$ cat src/rtl/fixed_pkg.sv
// Shared fixed-point arithmetic definitions: common FSM states and default
// Q-format dimensions used by the multiplier and divider.
package fixed_pkg;

    localparam int DEFAULT_WIDTH = 32;
    localparam int DEFAULT_FRAC  = 16;

    typedef enum logic [1:0] {
        IDLE     = 2'd0,
        MULTIPLY = 2'd1,
        ROUND    = 2'd2
    } fixed_state_e;

endpackage

$ cat src/rtl/fixed_multiplier.sv
// Signed Q(WIDTH-FRAC).FRAC multiplier: radix-2 shift-and-add on operand
// magnitudes over WIDTH cycles, then one cycle of round-half-up and saturation.
module fixed_multiplier
    import fixed_pkg::*;
#(
    parameter int WIDTH = DEFAULT_WIDTH,
    parameter int FRAC  = DEFAULT_FRAC
) (
    input  logic             clk,
    input  logic             rst,
    input  logic             start,
    input  logic [WIDTH-1:0] multiplicand,
    input  logic [WIDTH-1:0] multiplier,
    output logic [WIDTH-1:0] product,
    output logic             overflow,
    output logic             finished,
    output logic             done
);

    localparam int CW = (WIDTH > 1) ? $clog2(WIDTH) : 1;
    localparam int MW = 2 * WIDTH - FRAC + 1;
    localparam int RB = (FRAC > 0) ? FRAC - 1 : 0;
    localparam logic [MW-1:0] POS_LIMIT = (MW'(1) << (WIDTH - 1)) - MW'(1);
    localparam logic [MW-1:0] NEG_LIMIT = MW'(1) << (WIDTH - 1);

    fixed_state_e       state, next_state;
    logic [2*WIDTH-1:0] acc;
    logic [2*WIDTH-1:0] mcand_sh;
    logic [WIDTH-1:0]   mplier_sh;
    logic [CW-1:0]      count;
    logic               neg;

    logic [WIDTH-1:0]   a_mag, b_mag;
    logic               round_bit;
    logic [MW-1:0]      mag_full;
    logic [WIDTH-1:0]   prod_mag, prod_next;
    logic               ovf_next;

    // Unsigned magnitudes: -2^(WIDTH-1) negates to itself, which read as
    // unsigned is exactly 2^(WIDTH-1).
    assign a_mag = multiplicand[WIDTH-1] ? -multiplicand : multiplicand;
    assign b_mag = multiplier[WIDTH-1]   ? -multiplier   : multiplier;

    assign finished = (state == IDLE);

    // NOTE: sequential state uses non-blocking assignments so every register
    // samples pre-edge values regardless of statement order.
    always_ff @(posedge clk) begin
        if (rst) state <= IDLE;
        else     state <= next_state;
    end

    always_comb begin
        // NOTE: default first so no path leaves next_state unassigned (no latch).
        next_state = state;
        case (state)
            IDLE:     if (start) next_state = MULTIPLY;
            MULTIPLY: if (count == '0) next_state = ROUND;
            ROUND:    next_state = IDLE;
            default:  next_state = IDLE;
        endcase
    end

    always_comb begin
        round_bit = (FRAC > 0) ? acc[RB] : 1'b0;
        mag_full  = MW'(acc >> FRAC) + MW'(round_bit);
        prod_mag  = mag_full[WIDTH-1:0];
        ovf_next  = 1'b0;
        if (!neg && mag_full > POS_LIMIT) begin
            prod_mag = POS_LIMIT[WIDTH-1:0];
            ovf_next = 1'b1;
        end else if (neg && mag_full > NEG_LIMIT) begin
            prod_mag = NEG_LIMIT[WIDTH-1:0];
            ovf_next = 1'b1;
        end
        // Negating zero yields zero, so a negative-signed zero stays 0.
        prod_next = neg ? -prod_mag : prod_mag;
    end

    always_ff @(posedge clk) begin
        if (rst) begin
            acc       <= '0;
            mcand_sh  <= '0;
            mplier_sh <= '0;
            count     <= '0;
            neg       <= 1'b0;
            product   <= '0;
            overflow  <= 1'b0;
            done      <= 1'b0;
        end else begin
            done <= 1'b0;
            case (state)
                IDLE: begin
                    if (start) begin
                        mcand_sh  <= {{WIDTH{1'b0}}, a_mag};
                        mplier_sh <= b_mag;
                        neg       <= multiplicand[WIDTH-1] ^ multiplier[WIDTH-1];
                        acc       <= '0;
                        count     <= CW'(WIDTH - 1);
                    end
                end
                MULTIPLY: begin
                    if (mplier_sh[0]) acc <= acc + mcand_sh;
                    mcand_sh  <= mcand_sh << 1;
                    mplier_sh <= mplier_sh >> 1;
                    count     <= count - CW'(1);
                end
                ROUND: begin
                    product  <= prod_next;
                    overflow <= ovf_next;
                    done     <= 1'b1;
                end
                default: ;
            endcase
        end
    end

endmodule
$ cat config.mk
export PLATFORM = sky130hd
export DESIGN_NAME = fixed_multiplier
export DESIGN_NICKNAME = d
export VERILOG_FILES = /design/src/rtl/fixed_pkg.sv /design/src/rtl/fixed_multiplier.sv
export SDC_FILE = /design/constraint.sdc
export NUM_CORES = 1
export LEC_CHECK = 0
export CAP_MARGIN = 20
export CORE_UTILIZATION = 45
export CTS_BUF_LIST = sky130_fd_sc_hd__clkbuf_16
export CTS_CLUSTER_DIAMETER = 80
export DETAILED_ROUTE_END_ITERATION = 6
export GPL_TIMING_DRIVEN = 0
export PLACE_DENSITY = 0.65
export SYNTH_ARGS = -nofsm -noshare
export SYNTH_HDL_FRONTEND = slang
export SYNTH_SLANG_ARGS = --single-unit
$ cat constraint.sdc
create_clock -name clk -period 5.7 [get_ports clk]
set_clock_uncertainty 0.1 [all_clocks]
set_input_delay 1.14 -clock clk [delete_from_list [all_inputs] [get_ports clk]]
set_output_delay 1.14 -clock clk [all_outputs]
set_load 0.01 [all_outputs]
==> results of run 1 <==
[worst max-delay path: stages (launching register included)]
cell and delay [ns]:
dfxtp_1 0.44, ha_1 0.26, ha_1 0.29, and4_4 0.34
and3_1 0.24, nand4_1 0.20, or4_1 0.53, a22oi_1 0.25
nand4_1 0.29, nor2_1 0.21, clkbuf_2 0.30, nor2_1 0.16
o21ai_1 0.23, ha_4 0.28, inv_1 0.21, nor2_4 0.28
nor2_1 0.15, o31a_1 0.34, a32o_1 0.25
[registers in the layout, summed over array words and instances, names as in the netlist]
name	count
acc	64
overflow	1
neg	1
done	1
mplier_sh	32
mcand_sh	64
state	2
count	5
product	32
[power breakdown]
group	internal, W	switching [W]	total [W]	leakage (nW)
combinational	0.000217	0.000372	0.000588	4.47
sequential	0.00147	0.0000444	0.00151	1.64
clock	0.000852	0.000613	0.00147	0.386
total	0.00254	0.00103	0.00357	6.50
[path summary, 6_finish.rpt]
path	start	endpoint	slack (ns)	cells past startpoint
max	acc[15]	product[10]	0.23	18
max reg2reg	acc[15]	product[10]	0.23	18
min	product[31]	product[31]	0.35	2
min reg2reg	product[31]	product[31]	0.35	2
[repair_timing]
item	in CTS	in global routing
endpoints found under the hold margin	0	0
hold buffers	0	0
gates resized for setup	8	8
setup buffers	0	1
setup endpoints to repair	15	6
pin swaps	0	2
[layer usage]
metal	vias to the layer above	track usage, %	routed length, um
met4	0	9.513	1624
met5	-	0	0
met1	6819	35.62	20760
met3	92	2.748	2215
met2	462	44.77	20400
li1	7348	-	-
[area by class of cell]
class	instances	share of cell area, %
buffer	123	3.261
clock buffer	24	3.558
clock inverter	18	0.8375
inverter	30	0.6671
multi-input combinational	1569	58.70
sequential	202	23.95
tap	402	2.980
timing repair buffer	102	6.041
[logic make-up (layout without fill, tap and decap cells)]
family | Yosys count | count (layout) | synth area share (%)
xor+xnor | 157 | 157 | 9.445
mux | 13 | 13 | 0.9024
compound gates | 595 | 595 | 26.77
flops | 202 | 202 | 27.78
simple gates | 733 | 733 | 24.36
buf+inv | 155 | 297 | 4.598
fa+ha+maj | 71 | 71 | 6.153
[through the flow]
stage          setup slack, ns  instances
2_1_floorplan           0.7491       1926
3_3_place_gp            -1.009       2428
3_5_place_dp            -1.020       2429
4_1_cts                0.09605       2469
5_1_grt                0.01759       2470
6_report                0.2287       2470
[layout by cell type (no fill, tap or decap), drive strengths merged, types with 5 or more instances in the layout]
cell type,n
a31oi,17
a211oi,27
and4,12
buf,36
ha,70
and2,11
o31ai,29
o2111ai,8
nor4,28
and3,17
a21oi,175
a32o,7
xnor2,98
a211o,5
o41ai,10
a21o,45
nor2b,15
nand4,34
clkdlybuf4s50,100
o21a,15
dfxtp,202
o21ai,100
clkbuf,112
nand2b,14
clkinv,13
nor3,45
a221oi,18
o21bai,15
nand2,239
mux2i,12
inv,33
xor2,59
nand3,85
or2,10
a22oi,84
nor2,166
or4,17
o211ai,9
or3,25
==> results_dict.tcl, run 1 <==
set metrics [dict create \
    yosys-top-cells-count "nand2_1, dfxtp_1, a21oi_1" \
    power.leakage_nw 6.499 \
    coreArea_sq_um 31720 \
    dpl.hpwl_um 35490 \
    cts_tree "yes" \
    drt_iter0_drc 955 \
    fin_nets 2190 \
    synth-edff-count 0 \
    grt_overflow 0 \
    synth.most_common_cell "nand2_1" \
    die_area_sq_um 33080 \
    rsz0062_at_grt "false" \
    synth_cells 1926 \
    rows 65 \
    syn_area_sq_um 14560 \
    yosysWarnings 0 \
    syn-num-nets 2064 \
    wl_per_cell_um 18.22 \
    clk_pin_slew_worst_paths_ns 0.06 \
    area_growth_syn_to_layout_pct 15.95 \
    clk-insertion-delay-late_ns 0.53 \
    clock_sinks 202 \
    cts-root-buf "clkbuf_16" \
    avgSynthCellArea_sq_um 7.559 \
    drive_gt1_share_pct 4.981 \
    initial_utilization_pct 45.90 \
    port_buffers 100 \
    finalSetupViolCount 0 \
    finalSetupTns_ns 0 \
    grt_start_max_net_pins 13 \
    netlist_top_cells_area "dfxtp_1, nand2_1, a21oi_1, ha_1, xnor2_1" \
    drt_wl_total_um 45000 \
    critPathLaunchType "flip-flop" \
    tightest_slew_ns 0.7808 \
    cts_max_level 1 \
    gp_congestion 0.9150 \
    die_y_um 181.9 \
    register_area_sq_um 4044 \
    post-route-drc-count 0 \
    yosysTopAreaCell "dfxtp_1" \
    drtAntennaViolNets 0 \
    hold_viol 0 \
    ys_types 84 \
    hold_path_class "reg -> reg" \
    holdWs_ns 0.3518 \
    antenna_cells 0 \
    async_flop_share_pct 0 \
    vias 14720 \
    die_x_um 181.9 \
    first_global_vias 13730 \
    ioPinCount 102 \
    cp.arrival_ns 5.79 \
    via_per_inst 5.960 \
    fmax_mhz 182.8 \
    ys.flop_type "dfxtp_1" \
    p_total_w 0.003566 \
    maxCapViolCount 0 \
    drtPass1Iterations 5 \
    worstPathMaxFanout 10 \
    cp.required_ns 6.01 \
    grt_util_all_layers_pct 26.73 \
    power_density_nw_per_um2 211.2 \
    path_class "reg -> reg" \
    cp-end-kind "flip-flop" \
    antenna_found_initial 0 \
    final_core_util_pct 53.22 \
    ys_seq_area_share_pct 27.78 \
    fill_cells 3099 \
    max-slew-margin-rel_pct 47.94 \
    cts_buffers 24 \
    maxSlewViolCount 0 \
    multi_input_area_sq_um 9910 \
    cts_buffer_depth 3 \
    period_needed_ns 5.471 \
    ys_ff_latch 202 \
    yosysTopAreaCellShare_pct 27.78 \
    place_area_sq_um 16080 \
    status "complete, no violations" \
    fin_crit_sh_pct 95.99 \
    grt_pass1_wl_um 72030 \
    finalInstanceArea_sq_um 16880 \
    ir_drop_mv 0.2211 \
]
Note: power is estimated with default switching activity, not from simulation.
==> run 2: changes to the inputs <==
Settings changed: ABC_CLOCK_PERIOD_IN_PS set to 5700.
==> results of run 2 <==
Same layout as run 1: the final DEF is identical, and so are final timing and power.
==> run 3: changes to the inputs <==
Settings changed: ABC_CLOCK_PERIOD_IN_PS 5700 to 5400.
Clock period 5.7 ns to 5.4 ns, I/O delays scaled along.
==> run 3 against run 2 <==
Compared with the run above:
- total power is 5.7% higher
- largest cell class unchanged
- die area stayed put
- register-to-register slack hardly changed
- sequential share of layout area hardly changed
- sequential cell count stayed put
- cell count is 0.12% higher
- global-route usage hardly changed
- highest routed layer unchanged
==> results_dict.tcl, run 3 (same netlist as run 1, synthesis figures left out) <==
set metrics [dict create \
    hold_path_class "reg -> reg" \
    top_regs "acc (64), mcand_sh (64)" \
    cts_buffers 24 \
    holdWs_ns 0.3523 \
    p_switching_w 0.001089 \
    power_frac_comb_pct 16.6 \
    coreArea_sq_um 31720 \
    hold_viol 0 \
    fmax_mhz 193.3 \
    initial_utilization_pct 45.90 \
    cp_top_family "simple AND/OR/NAND/NOR gates" \
    cp.required_ns 5.74 \
    first_global_vias 13720 \
    drtAntennaViolNets 0 \
    p_clk_share_pct 41.1 \
    critPathLaunchType "flip-flop" \
    drtPass1Iterations 5 \
    path_common_cell "o21ai_1" \
    power.leakage_nw 6.514 \
    drt_wl_total_um 44950 \
    via_per_inst 5.956 \
    power.internal_w 0.002680 \
    antenna_found_initial 0 \
    die_area_sq_um 33080 \
    p_seq_share_pct 42.4 \
    max-slew-margin-rel_pct 48.92 \
    cts_buffer_depth 3 \
    final_common_cell "nand2_1" \
    fin_nets 2193 \
    cts-root-buf "clkbuf_16" \
    clk-insertion-delay-late_ns 0.53 \
    antenna_cells 0 \
    status "complete, no violations" \
    period_needed_ns 5.173 \
    cp-end-kind "flip-flop" \
    port_buffers 100 \
    clk_pin_slew_worst_paths_ns 0.06 \
    grt_overflow 0 \
    power_density_nw_per_um2 222.8 \
    die_y_um 181.9 \
    final_cells 2473 \
    worstPathMaxFanout 10 \
    cts_max_level 1 \
    maxSlewViolCount 0 \
    cp.arrival_ns 5.52 \
    p_total_w 0.003769 \
    path_cells "ha_1 > and3_2 > nand4_4 > or4_4 > or4_1 > nand3_1 > a41oi_2 > or3_1 > or2_1 > nand2_2 > o21ai_1 > ha_4 > o21ai_1 > o221ai_1 > a21oi_1" \
    vias 14730 \
    ioPinCount 102 \
    dpl.hpwl_um 35490 \
    maxCapViolCount 0 \
    cts_tree "yes" \
    ir_drop_mv 0.2343 \
    final_core_util_pct 53.33 \
    slowest_stage "or4_4" \
    drive_gt1_share_pct 5.263 \
    grt_pass1_wl_um 72070 \
    grt_start_max_net_pins 13 \
    wl_per_cell_um 18.18 \
    p_sw_share_pct 28.90 \
    layout_common_cells "nand2_1, dfxtp_1, a21oi_1" \
    fin_crit_sh_pct 95.80 \
    area_growth_syn_to_layout_pct 16.17 \
    drt_iter0_drc 1022 \
    path_class "reg -> reg" \
    gp_congestion 0.9150 \
    worst_path_largest_cell_delay_ns 0.54 \
    post-route-drc-count 0 \
    rows 65 \
    die_x_um 181.9 \
    worst-path-buf-inv 0 \
    dp_cells 2429 \
    tightest_slew_ns 0.7661 \
    finalSetupViolCount 0 \
    clock_sinks 202 \
    grt_util_all_layers_pct 26.74 \
]
## run 3: worst paths after layout
kind	slack, ns	endpoint	from	cells past startpoint
worst min register to register	0.35	product[31]	product[31]	2
worst max-delay path	0.23	product[14]	acc[15]	15
worst max register to register	0.23	product[14]	acc[15]	15
worst min-delay path	0.35	product[31]	product[31]	2
## run 3: through the flow
| stage | setup TNS (ns) | instance area (sq um) | setup WS [ns] |
|---|---|---|---|
| 5_1_grt | -0.01169 | 16910 | -0.01169 |
| 3_5_place_dp | -12.92 | 16080 | -1.320 |
| 2_1_floorplan | 0 | 14560 | 0.4491 |
| 3_3_place_gp | -12.67 | 16060 | -1.309 |
| 4_1_cts | 0 | 16870 | 0.02536 |
| 6_report | 0 | 16910 | 0.2269 |
## run 3: what timing repair did
| action | 4_1_cts | 5_1_grt |
|---|---|---|
| hold buffers | 0 | 0 |
| endpoints found under the setup margin | 15 | 10 |
| resized for setup | 15 | 6 |
| endpoints found under the hold margin | 0 | 0 |
| cloned | 0 | 0 |
| setup buffers | 0 | 4 |
| pin swaps | 1 | 3 |
## run 3: worst register-to-register path, stage by stage, from the launching register on
cell and delay (ns):
dfxtp_1 0.43, ha_1 0.26, and3_2 0.33, nand4_4 0.16, or4_4 0.55, or4_1 0.51
nand3_1 0.11, a41oi_2 0.25, or3_1 0.48, or2_1 0.28, nand2_2 0.18, o21ai_1 0.14
ha_4 0.24, o21ai_1 0.51, o221ai_1 0.34, a21oi_1 0.21
## run 3: power by group through the flow
stage | combinational [W] | clock [W] | sequential, W
2_1_floorplan | 0.000389 | 0 | 0.00161
4_1_cts | 0.000617 | 0.00157 | 0.00160
3_5_place_dp | 0.000613 | 0 | 0.00163
3_3_place_gp | 0.000602 | 0 | 0.00163
5_1_grt | 0.000682 | 0.00163 | 0.00160
6_report | 0.000624 | 0.00155 | 0.00160
## run 3: layout make-up
cell class | count | area, sq um
plain buffers | 123 | 553.0
clock buffers | 24 | 600.6
clock inverters | 18 | 141.4
fillers | 3095 | 14800
inverters | 30 | 112.6
multi-input cells | 1569 | 9917
flip-flops and latches | 202 | 4044
well taps | 402 | 503.0
repair buffers | 105 | 1042
## run 3: per-layer routing
layer  routed length, um  share of wire, %  GRT usage [%]  up-vias
met5                   0                 0              0        -
met4                1560               3.5          9.445        0
met3                2190               4.9          2.728       93
met2               20430                45          44.78      432
met1               20770                46          35.67     6846
li1                    -                 -              -     7358
